===== config.mk =====
export PLATFORM = sky130hd
export DESIGN_NAME = mod_inverse_flat
export DESIGN_NICKNAME = d
export VERILOG_FILES = /design/src/rtl/rsa_pkg.sv /design/src/rtl/mod_inverse_if.sv /design/src/rtl/mod_inv_step.sv /design/src/rtl/mod_inverse.sv /design/src/flat_wrapper.sv
export SDC_FILE = /design/constraint.sdc
export NUM_CORES = 1
export LEC_CHECK = 0
export BUFFER_PORTS_ARGS = -buffer_cell sky130_fd_sc_hd__buf_2
export CELL_PAD_IN_SITES_DETAIL_PLACEMENT = 1
export CELL_PAD_IN_SITES_GLOBAL_PLACEMENT = 1
export CORE_MARGIN = 2
export CORE_UTILIZATION = 30
export CTS_CLUSTER_DIAMETER = 40
export DETAILED_ROUTE_END_ITERATION = 8
export PLACE_DENSITY = 0.55
export SETUP_SLACK_MARGIN = 0.4
export SYNTH_ARGS = -nofsm -noshare
export SYNTH_HDL_FRONTEND = slang
export SYNTH_SLANG_ARGS = --single-unit

===== constraint.sdc =====
create_clock -name clk -period 45.9 [get_ports clk]
set_input_delay 9.18 -clock clk [delete_from_list [all_inputs] [get_ports clk]]
set_output_delay 9.18 -clock clk [all_outputs]
set_load 0.03 [all_outputs]

===== src/rtl/rsa_pkg.sv =====
// rtl/rsa_pkg.sv - shared RSA datapath types: widths, iteration guard, FSM encoding, coefficient type
package rsa_pkg;

    localparam int WIDTH    = 16;
    localparam int MAX_ITER = 24;
    localparam int ITER_W   = 5;
    localparam int COEF_W   = WIDTH + 2;

    typedef logic [WIDTH-1:0]         word_t;
    typedef logic signed [COEF_W-1:0] coef_t;

    typedef enum logic [2:0] {
        ST_IDLE  = 3'd0,
        ST_INIT  = 3'd1,
        ST_STEP  = 3'd2,
        ST_FINAL = 3'd3,
        ST_CHECK = 3'd4
    } inv_state_t;

endpackage


===== src/rtl/mod_inverse_if.sv =====
// rtl/mod_inverse_if.sv - request/result bundle of the modular inverse unit (check_err with MOD_INV_CHECK_EN)
interface mod_inverse_if;
    import rsa_pkg::*;

    word_t a;
    word_t n;
    logic  ready;
    word_t result;
    logic  valid;
    logic  no_inverse;
    logic  busy;
`ifdef MOD_INV_CHECK_EN
    logic  check_err;
`endif

    modport master (
        output a, n, ready,
        input  result, valid, no_inverse, busy
`ifdef MOD_INV_CHECK_EN
        , input check_err
`endif
    );

    modport slave (
        input  a, n, ready,
        output result, valid, no_inverse, busy
`ifdef MOD_INV_CHECK_EN
        , output check_err
`endif
    );

endinterface


===== src/rtl/mod_inv_step.sv =====
// rtl/mod_inv_step.sv - one combinational extended-Euclid quotient step on remainders and coefficients
module mod_inv_step
    import rsa_pkg::*;
(
    input  word_t r0,
    input  word_t r1,
    input  coef_t t0,
    input  coef_t t1,
    output word_t r0_next,
    output word_t r1_next,
    output coef_t t0_next,
    output coef_t t1_next
);

    word_t                    divisor;
    word_t                    q;
    logic signed [2*COEF_W-3:0] qt;

    always_comb begin
        // divisor is never 0 when the step is used; the mux keeps the divider defined
        divisor = (r1 == '0) ? word_t'(1) : r1;
        q       = r0 / divisor;
        r0_next = r1;
        r1_next = r0 % divisor;
        qt      = $signed({{(COEF_W-2){1'b0}}, q}) * $signed({{(WIDTH){t1[COEF_W-1]}}, t1});
        t0_next = t1;
        t1_next = t0 - $signed(qt[COEF_W-1:0]);
    end

endmodule


===== src/rtl/mod_inverse.sv =====
// rtl/mod_inverse.sv - sequential 16-bit modular inverse by extended Euclid; MOD_INV_CHECK_EN adds a CHECK state
module mod_inverse
    import rsa_pkg::*;
(
    input  logic          clk,
    input  logic          reset,
    mod_inverse_if.slave  bus
);

    inv_state_t        state;
    inv_state_t        next_state;
    word_t             a_q;
    word_t             n_q;
    word_t             r0;
    word_t             r1;
    coef_t             t0;
    coef_t             t1;
    logic [ITER_W-1:0] iter;
    word_t             result_q;
    logic              valid_q;
    logic              no_inv_q;

    word_t             r0_nx;
    word_t             r1_nx;
    coef_t             t0_nx;
    coef_t             t1_nx;
    word_t             n_div;
    logic              step_go;
    logic              fail;
    coef_t             t_adj;
    word_t             fin_result;

    mod_inv_step u_step (
        .r0      (r0),
        .r1      (r1),
        .t0      (t0),
        .t1      (t1),
        .r0_next (r0_nx),
        .r1_next (r1_nx),
        .t0_next (t0_nx),
        .t1_next (t1_nx)
    );

    always_comb begin
        n_div      = (n_q == '0) ? word_t'(1) : n_q;
        step_go    = (r1 != '0) && (iter < ITER_W'(MAX_ITER));
        // r1 still nonzero in FINAL means the iteration guard stopped the loop
        fail       = (r0 != word_t'(1)) || (n_q < word_t'(2)) || (r1 != '0);
        t_adj      = t0 + $signed({2'b00, n_q});
        fin_result = fail ? '0 : (t0[COEF_W-1] ? t_adj[WIDTH-1:0] : t0[WIDTH-1:0]);
    end

`ifdef MOD_INV_CHECK_EN
    logic [2*WIDTH-1:0] chk_prod;
    logic [2*WIDTH-1:0] chk_mod;
    logic               check_err_q;

    always_comb begin
        chk_prod = a_q * result_q;
        chk_mod  = chk_prod % {{WIDTH{1'b0}}, n_div};
    end
`endif

    always_ff @(posedge clk) begin
        if (reset) state <= ST_IDLE;
        else       state <= next_state;
    end

    always_comb begin
        next_state = state;
        case (state)
            ST_IDLE:  if (bus.ready) next_state = ST_INIT;
            ST_INIT:  next_state = ST_STEP;
            ST_STEP:  if (!step_go) next_state = ST_FINAL;
`ifdef MOD_INV_CHECK_EN
            ST_FINAL: next_state = ST_CHECK;
            ST_CHECK: next_state = ST_IDLE;
`else
            ST_FINAL: next_state = ST_IDLE;
`endif
            default:  next_state = ST_IDLE;
        endcase
    end

    always_ff @(posedge clk) begin
        if (reset) begin
            a_q      <= '0;
            n_q      <= '0;
            r0       <= '0;
            r1       <= '0;
            t0       <= '0;
            t1       <= '0;
            iter     <= '0;
            result_q <= '0;
            valid_q  <= 1'b0;
            no_inv_q <= 1'b0;
`ifdef MOD_INV_CHECK_EN
            check_err_q <= 1'b0;
`endif
        end else begin
            valid_q <= 1'b0;
            case (state)
                ST_IDLE: begin
                    if (bus.ready) begin
                        a_q <= bus.a;
                        n_q <= bus.n;
                    end
                end
                ST_INIT: begin
                    r0   <= n_q;
                    r1   <= (n_q < word_t'(2)) ? '0 : (a_q % n_div);
                    t0   <= '0;
                    t1   <= coef_t'(1);
                    iter <= '0;
                end
                ST_STEP: begin
                    if (step_go) begin
                        r0   <= r0_nx;
                        r1   <= r1_nx;
                        t0   <= t0_nx;
                        t1   <= t1_nx;
                        iter <= iter + 1'b1;
                    end
                end
                ST_FINAL: begin
                    result_q <= fin_result;
                    no_inv_q <= fail;
`ifndef MOD_INV_CHECK_EN
                    valid_q  <= 1'b1;
`endif
                end
`ifdef MOD_INV_CHECK_EN
                ST_CHECK: begin
                    check_err_q <= !no_inv_q && (chk_mod != {{(2*WIDTH-1){1'b0}}, 1'b1});
                    valid_q     <= 1'b1;
                end
`endif
                default: ;
            endcase
        end
    end

    assign bus.result     = result_q;
    assign bus.valid      = valid_q;
    assign bus.no_inverse = no_inv_q;
    assign bus.busy       = (state != ST_IDLE);
`ifdef MOD_INV_CHECK_EN
    assign bus.check_err  = check_err_q;
`endif

endmodule


===== src/flat_wrapper.sv =====
// flat-port wrapper written by rule: the top's interface ports become plain ports
module mod_inverse_flat import rsa_pkg::*;
  (clk, reset, bus_a, bus_n, bus_ready, bus_result, bus_valid, bus_no_inverse, bus_busy);
  mod_inverse_if bus_i ();
  input  logic clk;
  input  logic reset;
  input wire logic [$bits(bus_i.a)-1:0] bus_a;
  input wire logic [$bits(bus_i.n)-1:0] bus_n;
  input wire logic [$bits(bus_i.ready)-1:0] bus_ready;
  output wire logic [$bits(bus_i.result)-1:0] bus_result;
  output wire logic [$bits(bus_i.valid)-1:0] bus_valid;
  output wire logic [$bits(bus_i.no_inverse)-1:0] bus_no_inverse;
  output wire logic [$bits(bus_i.busy)-1:0] bus_busy;
  assign bus_i.a = bus_a;
  assign bus_i.n = bus_n;
  assign bus_i.ready = bus_ready;
  assign bus_result = bus_i.result;
  assign bus_valid = bus_i.valid;
  assign bus_no_inverse = bus_i.no_inverse;
  assign bus_busy = bus_i.busy;
  mod_inverse u_core (.clk(clk), .reset(reset), .bus(bus_i));
endmodule

## Word level (Yosys, flattened, before mapping)

Cells that the tools add are included.

| storage, ports and cells | value |
|---|---|
| ROM bits | 0 |
| memories kept | 0 |
| latch bits | 0 |
| memory bits (writable) | 0 |
| bits in registers | 126 |
| word-level logic and storage cells | 58 |
| output and inout port bits | 19 |

| cells by class | value |
|---|---|
| reduce and logical (&&, ||, !) cells | 12 |
| $mul | 1 |
| magnitude comparators | 2 |
| shift-type cells | 0 |
| eq/ne operators | 7 |
| $add $sub $neg | 3 |
| multiplexer cells | 19 |
| div/mod/pow operators | 3 |
| bitwise logic cells | 0 |

Operator list:

| kind | number |
|---|---|
| two-way mux 16 bit | 7 |
| one-hot mux 18 bit (2 select lines) | 2 |
| one-hot mux 16 bit (2 select lines) | 2 |
| two-way mux 18 bit | 2 |
| logical NOT 16 bit | 2 |
| remainder unit 16 x 16 -> 16 bit | 2 |
| multiplier 17 x 18 -> 18 bit | 1 |
| subtractor 18 bit | 1 |
| adder 16 bit | 1 |
| divider 16 x 16 -> 16 bit | 1 |
| less-than comparator 16 x 2 -> 1 bit, second input constant | 1 |
| inequality test 16 x 1 -> 1 bit, second input constant | 1 |
| nonzero test 16 bit | 1 |
| one-hot mux 5 bit (2 select lines) | 1 |
| one-hot mux 3 bit (3 select lines) | 1 |
| == test 3 x 2 -> 1 bit, second input constant | 2 |
| two-way mux 3 bit | 2 |
| AND reduction 2 bit | 3 |
| adder 5 x 1 -> 5 bit, second input constant | 1 |
| less-than comparator 5 bit, second input constant | 1 |
| two-way mux 5 bit | 1 |
| inequality test 2 bit, second input constant | 2 |
| == test 3 x 1 -> 1 bit, second input constant | 1 |
| logical NOT 3 bit | 1 |
| 6 further kinds | 7 |

## Logic depth before layout (Yosys ltp)

Gate-level depths: netlist (run 1).

| depth | value |
|---|---|
| word-level depth | 7 |
| depth in mapped cells | 171 |
| gate-level depth less buffers | 157 |

## Hierarchy

Synthesis (run 1) repeated with hierarchy kept, for this count alone.

| unflattened totals | value |
|---|---|
| cells, all modules | 3508 |
| area total of the unflattened synthesis | 26217.6 um2 |

Modules (own cells, without submodules):

| module | cells an instance | area an instance (um2) | instances |
|---|---|---|---|
| mod_inverse | 1790 | 13167.6 | 1 |
| mod_inv_step | 1718 | 13050.0 | 1 |

## Worst setup path after synthesis (run 1)

OpenSTA, ideal clock, no wires.

| timing | value |
|---|---|
| kind | register to register |
| start | reg u_core.r1[7] |
| end | reg u_core.t1[17] |
| library setup time | 0.128 ns |
| required time | 45.772 ns |
| data arrival time | 33.693 ns |
| stages on the path, launching flop included | 158 |
| setup slack | 12.079 ns |
| cell sequence | dfxtp_1 -> nor4_2 -> and4_1 -> buf_4 -> buf_2 -> nand2_1 -> nand2_1 -> inv_1 -> ha_1 -> inv_1 -> nand4_1 -> a21oi_1 -> a21oi_1 -> ha_1 -> a21oi_1 -> nor2_1 -> o311ai_1 -> mux2_2 -> (+122 left out) -> fa_1 -> fa_1 -> fa_1 -> xor2_1 -> xnor2_1 -> xnor3_1 -> xnor2_1 -> xnor2_1 -> xnor2_1 -> xnor2_1 -> xnor2_1 -> xnor3_1 -> xnor2_1 -> xnor3_1 -> xor3_1 -> xnor2_1 -> a22oi_1 -> nor2_1 |

| between the ends | value |
|---|---|
| cells in the longest elaborated chain, start to end | 7 |
| elaborated cells on any way between the ends | 11 |

RTL lines:

| element | line | text |
|---|---|---|
| start: declaration | mod_inverse.sv:15 | `word_t r1;` |
| start signal: assignment | mod_inverse.sv:111 | `r1 <= (n_q < word_t'(2)) ? '0 : (a_q % n_div);` |
| start signal: assignment | mod_inverse.sv:119 | `r1 <= r1_nx;` |
| logical NOT 16 bit | mod_inv_step.sv:21 | `divisor = (r1 == '0) ? word_t'(1) : r1;` |
| two-way mux 16 bit | mod_inv_step.sv:21 |  |
| divider 16 x 16 -> 16 bit | mod_inv_step.sv:22 | `q = r0 / divisor;` |
| multiplier 17 x 18 -> 18 bit | mod_inv_step.sv:25 | `qt = $signed({{(COEF_W-2){1'b0}}, q}) * $signed({{(WIDTH){t1[COEF_W-1]}}, t1});` |
| subtractor 18 bit | mod_inv_step.sv:27 | `t1_next = t0 - $signed(qt[COEF_W-1:0]);` |
| two-way mux 18 bit | mod_inverse.sv:117 | `if (step_go) begin` |
| one-hot mux 18 bit (2 select lines) | mod_inverse.sv:102 | `case (state)` |
| end signal: assignment | mod_inverse.sv:113 | `t1 <= coef_t'(1);` |
| end signal: assignment | mod_inverse.sv:121 | `t1 <= t1_nx;` |
| end: declaration | mod_inverse.sv:17 | `coef_t t1;` |

Several ways; a longest one is shown, not always the timed one. The select of a mux whose other input is x is not followed.
A chain may end at the register's enable or synchronous reset.

## Final worst setup path (run 1)

| timing | value |
|---|---|
| start | reg u_core.r1[15] |
| end | reg u_core.t1[17] |

Same word-level chain as after synthesis.

==> results.py, run 1 <==
metrics = {
    "synthesis": {
        "ys_seq_elements": 125,
        "postSynthAreaPerCell_um2": 7.43,
        "synth.distinct_cells": 92,
        "netlist_area_mm2": 0.0246,
        "synth-main-ff-cell": "dfxtp_1",
        "synth_nets": 3817,
        "post-synth-top-count-cell": "nand2_1",
        "synth_largest_area_cell": "ha_1",
        "synth_edf_count": 0,
        "yosys-top-cells-area": "ha_1, fa_1, dfxtp_1",
        "yosysSeqAreaShare": 0.102,
        "post_synth_inst_count": 3310,
        "netlist.area_leader.share": 0.175,
        "ys_async_sr_fraction": 0,
        "ys_top_cells_by_count": "nand2_1, ha_1, nor2_1",
        "yosys_warnings": 0,
    },
    "placement": {
        "place_congestion": 0.911,
        "dp.final_hpwl_mm": 80.1,
        "port_buffers": 53,
    },
    "detailed_routing": {
        "detailed_route_vias_per_instance": 5.61,
        "via_count": 24500,
        "drt_drc_violations_left": 0,
        "drt-initial-drc-count": 1269,
        "routed_wire_length_per_instance_um": 22.8,
        "drt.antenna.violating_nets": 0,
        "totalWireLength_mm": 99.6,
        "drt_pass_1_iters": 7,
    },
    "timing": {
        "share_of_the_clock_period_used_by_the_worst_path": 0.876,
        "setup_violations": 0,
        "min_period_ps": 40220,
        "relSlewSlack": 0.259,
        "highest_clock_frequency_the_design_can_meet_ghz": 0.0249,
        "skew_ps": 20.0,
        "worstMarginPinSlew_ps": 1090,
        "fin_tns_setup_ps": 0,
        "rsz_0062_raised_after_global_routing": "no",
        "final_hold_viol_count": 0,
        "slew_viols_final": 0,
    },
    "clock_network": {
        "clock-root-buffer": "clkbuf_16",
        "cts_setup_buffers": 0,
        "htree_num_levels": 4,
        "clk-insertion-delay-late_ps": 470,
        "inserted_clock_buffers": 17,
        "cts_num_sinks": 125,
        "clock_tree_from_tritoncts": "built",
        "clock_path_buffers": 2,
        "hold_buffers": 0,
        "ctsResizeCount": 0,
        "path_clk_slew_ps": 60,
    },
    "critical_path": {
        "setup.worst_path.class": "reg -> reg",
        "cpPeakStageDelay_ps": 890,
        "critPathTopFamily": "compound AO/OA/AOI/OAI gates",
        "worst-endpoint-required_ps": 46220,
        "worstSetupStartpointType": "flip-flop",
        "worst-r2r-setup-slack_ps": 5680,
        "critical_path.n_buffers_inverters": 12,
        "crit_path_max_fanout": 37,
        "critPathSlowestCell": "o311ai_1",
        "capturing_element_type_of_the_critical_path": "flip-flop",
        "critical_path_arrival_ps": 40540,
    },
    "cells_and_area": {
        "antenna_cells_inserted": 0,
        "finish.net_count": 3797,
        "post_route_cells_drive_above_1_share": 0.0769,
        "layout-area-overhead-vs-synth_pct": 8.49,
    },
    "run_status": {
        "outcome": "finished clean",
    },
    "die": {
        "die-area_mm2": 0.0843,
        "fp-row-count": 105,
        "fp.dieH_um": 290,
        "coreArea_mm2": 0.0816,
        "initial_utilization": 0.301,
        "die_x_um": 290,
        "ios": 54,
    },
    "global_route": {
        "first_global_vias": 25900,
        "gr-usage-all-layers": 0.233,
        "grt_overflow": 0,
        "grt_antenna_before_repair": 0,
        "grt_start_max_net_pins": 74,
        "first_pass_grt_wire_length_mm": 154,
    },
    "min_path": {
        "worstHoldPathType": "reg -> reg",
    },
    "flow_run": {
        "max_cap_viol_count": 0,
    },
}
-- cells in the final DEF, fill, tap and decap left out, drive strengths merged, types with 16 or more instances in the layout --
master / synthesis / routed
buf: 24 / 102
nor4: 16 / 16
o21bai: 22 / 22
o211ai: 17 / 17
inv: 269 / 272
xor2: 50 / 50
nor2: 277 / 277
or3: 28 / 28
a31oi: 40 / 40
a22oi: 26 / 26
clkbuf: 117 / 19
and3: 31 / 31
nand2b: 24 / 24
a21oi: 272 / 272
nand4: 25 / 25
mux2i: 23 / 23
o31ai: 25 / 25
fa: 128 / 128
dfxtp: 125 / 125
nand3: 90 / 90
nor2b: 34 / 34
mux2: 55 / 55
and2: 35 / 35
a211oi: 25 / 25
or2: 30 / 30
nor3: 146 / 146
a21o: 69 / 69
xnor2: 126 / 126
ha: 344 / 344
nand2: 389 / 389
o21ai: 139 / 139
o21a: 111 / 111
a21boi: 20 / 20
-- final timing paths --
check,endpoint,depth (start not counted),startpoint
setup reg to reg,u_core.t1[17]$_SDFFE_PP0P_,147,u_core.r1[15]$_SDFFE_PP0P_
hold reg to reg,u_core.t0[16]$_SDFFE_PP0P_,2,u_core.t0[16]$_SDFFE_PP0P_
hold / removal,u_core.t0[16]$_SDFFE_PP0P_,2,u_core.t0[16]$_SDFFE_PP0P_
setup / recovery,u_core.t1[17]$_SDFFE_PP0P_,147,u_core.r1[15]$_SDFFE_PP0P_
-- registers in the layout (all words and copies together) (netlist names) --
register,cells
u_core.bus.valid,1
u_core.t0,18
u_core.a_q,16
u_core.r1,16
u_core.r0,16
u_core.t1,18
u_core.iter,5
u_core.bus.no_inverse,1
u_core.bus.result,16
u_core.state,2
u_core.n_q,16
-- final cells by class --
| cell class | count | area (um2) |
|---|---|---|
| Fill cell | 9969 | 54900 |
| Multi-Input combinational cell | 2773 | 20600 |
| Sequential cell | 125 | 2500 |
| Tap cell | 1070 | 1340 |
| Inverter | 271 | 1020 |
| Timing Repair Buffer | 102 | 636 |
| Clock buffer | 19 | 453 |
| Clock inverter | 12 | 161 |
-- cell families (layout without fill, tap and decap cells) --
logic type,Yosys count,count (layout),synth area share
simple gates,1158,1158,0.219
compound gates,885,885,0.236
fa+ha+maj,472,472,0.279
buf+inv,412,404,0.0634
xor+xnor,180,180,0.0664
flops,125,125,0.102
mux,78,78,0.0348
-- per-layer routing --
layer	vias up	wire, um	GRT usage
met5	-	0	0
met4	0	2350	0.0582
met3	116	3210	0.0210
met2	438	47700	0.408
met1	12300	46300	0.307
li1	11600	-	-
-- worst register-to-register path: cells and delay by family (launching register included) --
family          cells  cell delay [ps]
fa+ha+maj          20             7520
xor+xnor           15             3290
compound gates     63            16260
simple gates       30             7690
flops               1              370
mux                 7             2600
buf+inv            12             2400
-- through the flow --
step                setup WS (ps)  cells  hold slack (ps)  utilization  area (um2)
finish                       5680   4372              476        0.327       26700
global placement             7740   4341              458        0.320       26100
CTS                          5910   4372              474        0.327       26700
detailed placement           6030   4341              466        0.320       26100
global route                 2870   4372              498        0.327       26700
floorplan                   12080   3310              446            -       24600
Power of run 1 is not shown: default switching activity piles up to over one toggle a cycle in this logic, so the estimate is an artifact.
==> run 2, diff against run 1 <==
ABC_AREA = 1   (was default)
PLACE_DENSITY = 0.57   (was 0.55)
TNS_END_PERCENT = 50   (was default)
==> results.py, run 2 <==
metrics = {
    "timing": {
        "highest_clock_frequency_the_design_can_meet_ghz": 0.0276,
        "setup_violations": 0,
        "whs_ps": 463,
        "final.setup.worst_slack_ps": 9670,
        "rsz_0062_raised_after_global_routing": "no",
        "fin_tns_setup_ps": 0,
        "skew_ps": 14.8,
        "share_of_the_clock_period_used_by_the_worst_path": 0.789,
        "relSlewSlack": 0.348,
        "slew_viols_final": 0,
        "worstMarginPinSlew_ps": 977,
        "final_hold_viol_count": 0,
        "min_period_ps": 36230,
    },
    "detailed_routing": {
        "detailed_route_vias_per_instance": 4.91,
        "drt-initial-drc-count": 1088,
        "via_count": 24900,
        "drt_drc_violations_left": 0,
        "routed_wire_length_per_instance_um": 18.5,
        "totalWireLength_mm": 94.2,
        "drt_pass_1_iters": 5,
        "drt.antenna.violating_nets": 0,
    },
    "placement": {
        "post-place-cells": 5052,
        "dp.final_hpwl_mm": 77.4,
        "port_buffers": 53,
        "dpl_worst_slack_ps": 9450,
        "place_congestion": 0.895,
    },
    "cells_and_area": {
        "registers_with_the_highest_flip_flop_counts": "u_core.t0 (18), u_core.t1 (18)",
        "fillers": 11000,
        "layout_common_cells": "nand2_1, inv_1, ha_1",
        "finish.net_count": 4444,
        "stdcell_count": 5085,
        "layout-area-overhead-vs-synth_pct": 7.54,
        "post_route_cells_drive_above_1_share": 0.0843,
        "layout_commonest_cell": "nand2_1",
    },
    "synthesis": {
        "ys_async_sr_fraction": 0,
        "synth-main-ff-cell": "dfxtp_1",
        "ys_seq_elements": 125,
        "post_synth_inst_count": 3951,
        "yosys_warnings": 0,
        "post-synth-top-count-cell": "nand2_1",
        "netlist.area_leader.share": 0.169,
        "synth_nets": 4458,
        "yosysSeqAreaShare": 0.0983,
        "postSynthAreaPerCell_um2": 6.45,
        "synth.distinct_cells": 67,
        "ys_top_cells_by_count": "nand2_1, inv_1, ha_1",
        "synth_edf_count": 0,
        "netlist_area_mm2": 0.0255,
        "synth_largest_area_cell": "ha_1",
        "yosys-top-cells-area": "ha_1, nand2_1, fa_1",
    },
    "clock_network": {
        "cts_num_sinks": 125,
        "clock_tree_from_tritoncts": "built",
        "inserted_clock_buffers": 17,
        "ctsResizeCount": 0,
        "clock-root-buffer": "clkbuf_16",
        "path_clk_slew_ps": 60,
        "htree_num_levels": 4,
        "clock_path_buffers": 2,
        "clk-insertion-delay-late_ps": 480,
        "hold_buffers": 0,
        "cts_setup_buffers": 0,
    },
    "die": {
        "coreArea_mm2": 0.0838,
        "die_x_um": 295,
        "fp.dieH_um": 295,
        "die-area_mm2": 0.0872,
        "fp-row-count": 106,
        "ios": 54,
        "initial_utilization": 0.304,
    },
    "min_path": {
        "worstHoldPathType": "reg -> reg",
    },
    "critical_path": {
        "critPathSlowestCell": "a21oi_2",
        "capturing_element_type_of_the_critical_path": "flip-flop",
        "worstSetupStartpointType": "flip-flop",
        "crit_top_cell": "nand2_1",
        "critical_path_arrival_ps": 36640,
        "worst-endpoint-required_ps": 46300,
        "crit_path_max_fanout": 34,
        "setup.worst_path.class": "reg -> reg",
        "cpPeakStageDelay_ps": 690,
    },
    "global_route": {
        "grt_start_max_net_pins": 68,
        "grt_overflow": 0,
        "gr-max-usage-layer": "met2",
        "grt_antenna_before_repair": 0,
        "gr-usage-all-layers": 0.219,
        "first_pass_grt_wire_length_mm": 148,
        "groute.layer.met2.usage": 0.379,
        "first_global_vias": 25500,
        "gr-usage-met3": 0.0259,
        "global_route.usage.met1": 0.291,
    },
    "flow_run": {
        "max_cap_viol_count": 0,
    },
    "run_status": {
        "outcome": "finished clean",
    },
}
[run 2: cell count changes after synthesis, sizes merged, moves of 47 or more]
| cell | previous run | this run |
|---|---|---|
| xnor2 | 126 | 79 |
| nor3 | 146 | 33 |
| nand3 | 90 | 291 |
| clkbuf | 117 | 70 |
| inv | 269 | 601 |
| nor2 | 277 | 204 |
| o21ai | 139 | 218 |
| nand2 | 389 | 1111 |
| mux2 | 55 | 0 |
| or2 | 30 | 84 |
| o21a | 111 | 4 |
| a21o | 69 | 13 |
[run 2: worst paths after layout]
kind	from	endpoint	slack (ps)	depth (start not counted)
worst max-delay path	u_core.r1[11]$_SDFFE_PP0P_	u_core.t1[16]$_SDFFE_PP0P_	9670	209
worst min-delay path	u_core.t0[16]$_SDFFE_PP0P_	u_core.t0[16]$_SDFFE_PP0P_	460	2
worst max register to register	u_core.r1[11]$_SDFFE_PP0P_	u_core.t1[16]$_SDFFE_PP0P_	9670	209
worst min register to register	u_core.t0[16]$_SDFFE_PP0P_	u_core.t0[16]$_SDFFE_PP0P_	460	2
[run 2: critical path: cells and delay by family (launching register included)]
family / cells / cell delay [ps]
simple gates: 126 / 15910
fa+ha+maj: 22 / 7300
compound gates: 34 / 7040
buf+inv: 27 / 5320
flops: 1 / 430
[run 2: through the flow]
stage	area [um2]	utilization
3_3_place_gp	26800	0.320
6_report	27400	0.327
4_1_cts	27400	0.327
3_5_place_dp	26800	0.320
2_1_floorplan	25500	-
5_1_grt	27400	0.327
[run 2: area by class of cell]
cell class	count	area (um2)	share of cell area
Antenna cell	1	2.50	0.0000914
Inverter	609	2290	0.0836
Clock buffer	17	425	0.0155
Clock inverter	15	161	0.00589
Sequential cell	125	2500	0.0914
Timing Repair Buffer	85	505	0.0185
Multi-Input combinational cell	3099	20100	0.733
Tap cell	1134	1420	0.0518
[run 2: per-layer routing]
| layer | part of all wire | up-vias |
|---|---|---|
| met1 | 0.48 | 11900 |
| met2 | 0.47 | 258 |
| met3 | 0.029 | 79 |
| met5 | 0 | - |
| met4 | 0.018 | 0 |
| li1 | - | 12700 |
[run 2: logic make-up (layout without fill, tap and decap cells)]
family,Yosys count,count (layout),share of synthesized area
AND/OR/NAND/NOR,1798,1798,0.312
buffers and inverters,727,726,0.114
AO/OA/AOI/OAI,661,661,0.148
adder cells (fa/ha/maj),472,472,0.270
XOR/XNOR,167,167,0.0580
flip-flops,125,125,0.0983
multiplexers,1,1,0.000393
other,0,1,0
Power of run 2 is left out for the same reason.
==> run 3, diff against run 2 <==
ABC_AREA = 0   (was 1)
clock period = 30.9 ns   (was 45.9 ns; I/O delays follow)
==> results.py, run 3 (synthesis results as in run 1) <==
metrics = {
    "run_status": {
        "outcome": "finished clean",
    },
    "detailed_routing": {
        "drt_drc_violations_left": 0,
        "detailed_route_vias_per_instance": 5.31,
        "routed_wire_length_per_instance_um": 21.0,
        "drt-initial-drc-count": 1249,
        "totalWireLength_mm": 107,
        "via_count": 27200,
        "drt_pass_1_iters": 7,
        "drt.antenna.violating_nets": 0,
    },
    "placement": {
        "dpl_worst_slack_ps": -902,
        "dp.final_hpwl_mm": 82.7,
        "placement.cell_area_mm2": 0.0309,
        "place_congestion": 0.898,
        "port_buffers": 53,
    },
    "cells_and_area": {
        "fillers": 9868,
        "stdcell_area_mm2": 0.0354,
        "antenna_cells_inserted": 0,
        "finish.net_count": 4537,
        "layout_commonest_cell": "buf_4",
        "layout_common_cells": "buf_4, nand2_1, ha_1",
        "post_route_cells_drive_above_1_share": 0.341,
        "layout-area-overhead-vs-synth_pct": 44.0,
        "registers_with_the_highest_flip_flop_counts": "u_core.t0 (18), u_core.t1 (18)",
    },
    "clock_network": {
        "clock_tree_from_tritoncts": "built",
        "htree_num_levels": 4,
        "clk-insertion-delay-late_ps": 470,
        "clock-root-buffer": "clkbuf_16",
        "cts_num_sinks": 125,
        "path_clk_slew_ps": 60,
        "clock_path_buffers": 2,
        "inserted_clock_buffers": 17,
    },
    "critical_path": {
        "capturing_element_type_of_the_critical_path": "flip-flop",
        "setup.worst_path.class": "reg -> reg",
        "critical_path_arrival_ps": 31160,
        "worstSetupStartpointType": "flip-flop",
        "crit_top_cell": "buf_4",
        "worst-endpoint-required_ps": 31220,
        "cpPeakStageDelay_ps": 550,
        "critPathSlowestCell": "or4_4",
        "crit_path_max_fanout": 14,
    },
    "die": {
        "fp-row-count": 105,
        "initial_utilization": 0.301,
        "ios": 54,
        "die-area_mm2": 0.0843,
        "die_x_um": 290,
        "fp.dieH_um": 290,
        "coreArea_mm2": 0.0816,
    },
    "timing": {
        "final.setup.worst_slack_ps": 54.3,
        "worstMarginPinSlew_ps": 1100,
        "highest_clock_frequency_the_design_can_meet_ghz": 0.0324,
        "relSlewSlack": 0.263,
        "skew_ps": 12.3,
        "rsz_0062_raised_after_global_routing": "yes",
        "final_hold_viol_count": 0,
        "min_period_ps": 30850,
        "share_of_the_clock_period_used_by_the_worst_path": 0.998,
        "setup_violations": 0,
        "slew_viols_final": 0,
        "whs_ps": 468,
    },
    "global_route": {
        "gr-usage-all-layers": 0.241,
        "grt_antenna_before_repair": 1,
        "first_global_vias": 27700,
        "first_pass_grt_wire_length_mm": 159,
        "grt_start_max_net_pins": 66,
        "grt_overflow": 0,
    },
    "flow_run": {
        "max_cap_viol_count": 0,
    },
    "min_path": {
        "worstHoldPathType": "reg -> reg",
    },
}
run 3: layout make-up:
| cell class | instances | area, um2 | area share |
|---|---|---|---|
| clock buffers | 19 | 443 | 0.0125 |
| clock inverters | 13 | 213 | 0.00601 |
| inverters | 271 | 1020 | 0.0288 |
| multi-input cells | 2773 | 23500 | 0.664 |
| flip-flops and latches | 125 | 2500 | 0.0708 |
| well taps | 1070 | 1340 | 0.0378 |
| repair buffers | 842 | 6390 | 0.181 |
run 3: final timing paths:
| path | start | slack (ps) | depth (start not counted) | end |
|---|---|---|---|---|
| worst max-delay path | u_core.r1[9]$_SDFFE_PP0P_ | 50 | 143 | u_core.t1[17]$_SDFFE_PP0P_ |
| worst min-delay path | u_core.t0[16]$_SDFFE_PP0P_ | 470 | 2 | u_core.t0[16]$_SDFFE_PP0P_ |
| worst max register to register | u_core.r1[9]$_SDFFE_PP0P_ | 50 | 143 | u_core.t1[17]$_SDFFE_PP0P_ |
| worst min register to register | u_core.t0[16]$_SDFFE_PP0P_ | 470 | 2 | u_core.t0[16]$_SDFFE_PP0P_ |
run 3: per-stage QoR:
stage          setup TNS (ps)  instances   util
4_1_cts                     0       4998  0.395
3_3_place_gp            -5150       4931  0.378
2_1_floorplan               0       3310      -
3_5_place_dp           -11610       4931  0.378
6_report                    0       5113  0.434
5_1_grt                 -4800       5113  0.434
run 3: per-layer routing:
layer  up-vias  wire length (um)  track usage
li1      13100                 -            -
met1     13500             48700        0.315
met2       401             52400        0.418
met3       148              2910       0.0226
met4         2              3320       0.0737
met5         -                14            0
run 3: worst max-delay path, delay by kind of cell (launching register included):
kind | cells | cell delay, ps
buffers and inverters | 17 | 2430
flip-flops | 1 | 340
AND/OR/NAND/NOR | 28 | 5110
AO/OA/AOI/OAI | 57 | 11250
XOR/XNOR | 15 | 2950
multiplexers | 6 | 1900
adder cells (fa/ha/maj) | 20 | 6700
run 3: what timing repair did:
action	CTS	global route
setup buffers	35	114
setup endpoints to repair	26	30
cloned	0	1
pin swaps	61	291
hold buffers	0	0
resized for setup	104	467
Power of run 3 is left out for the same reason.
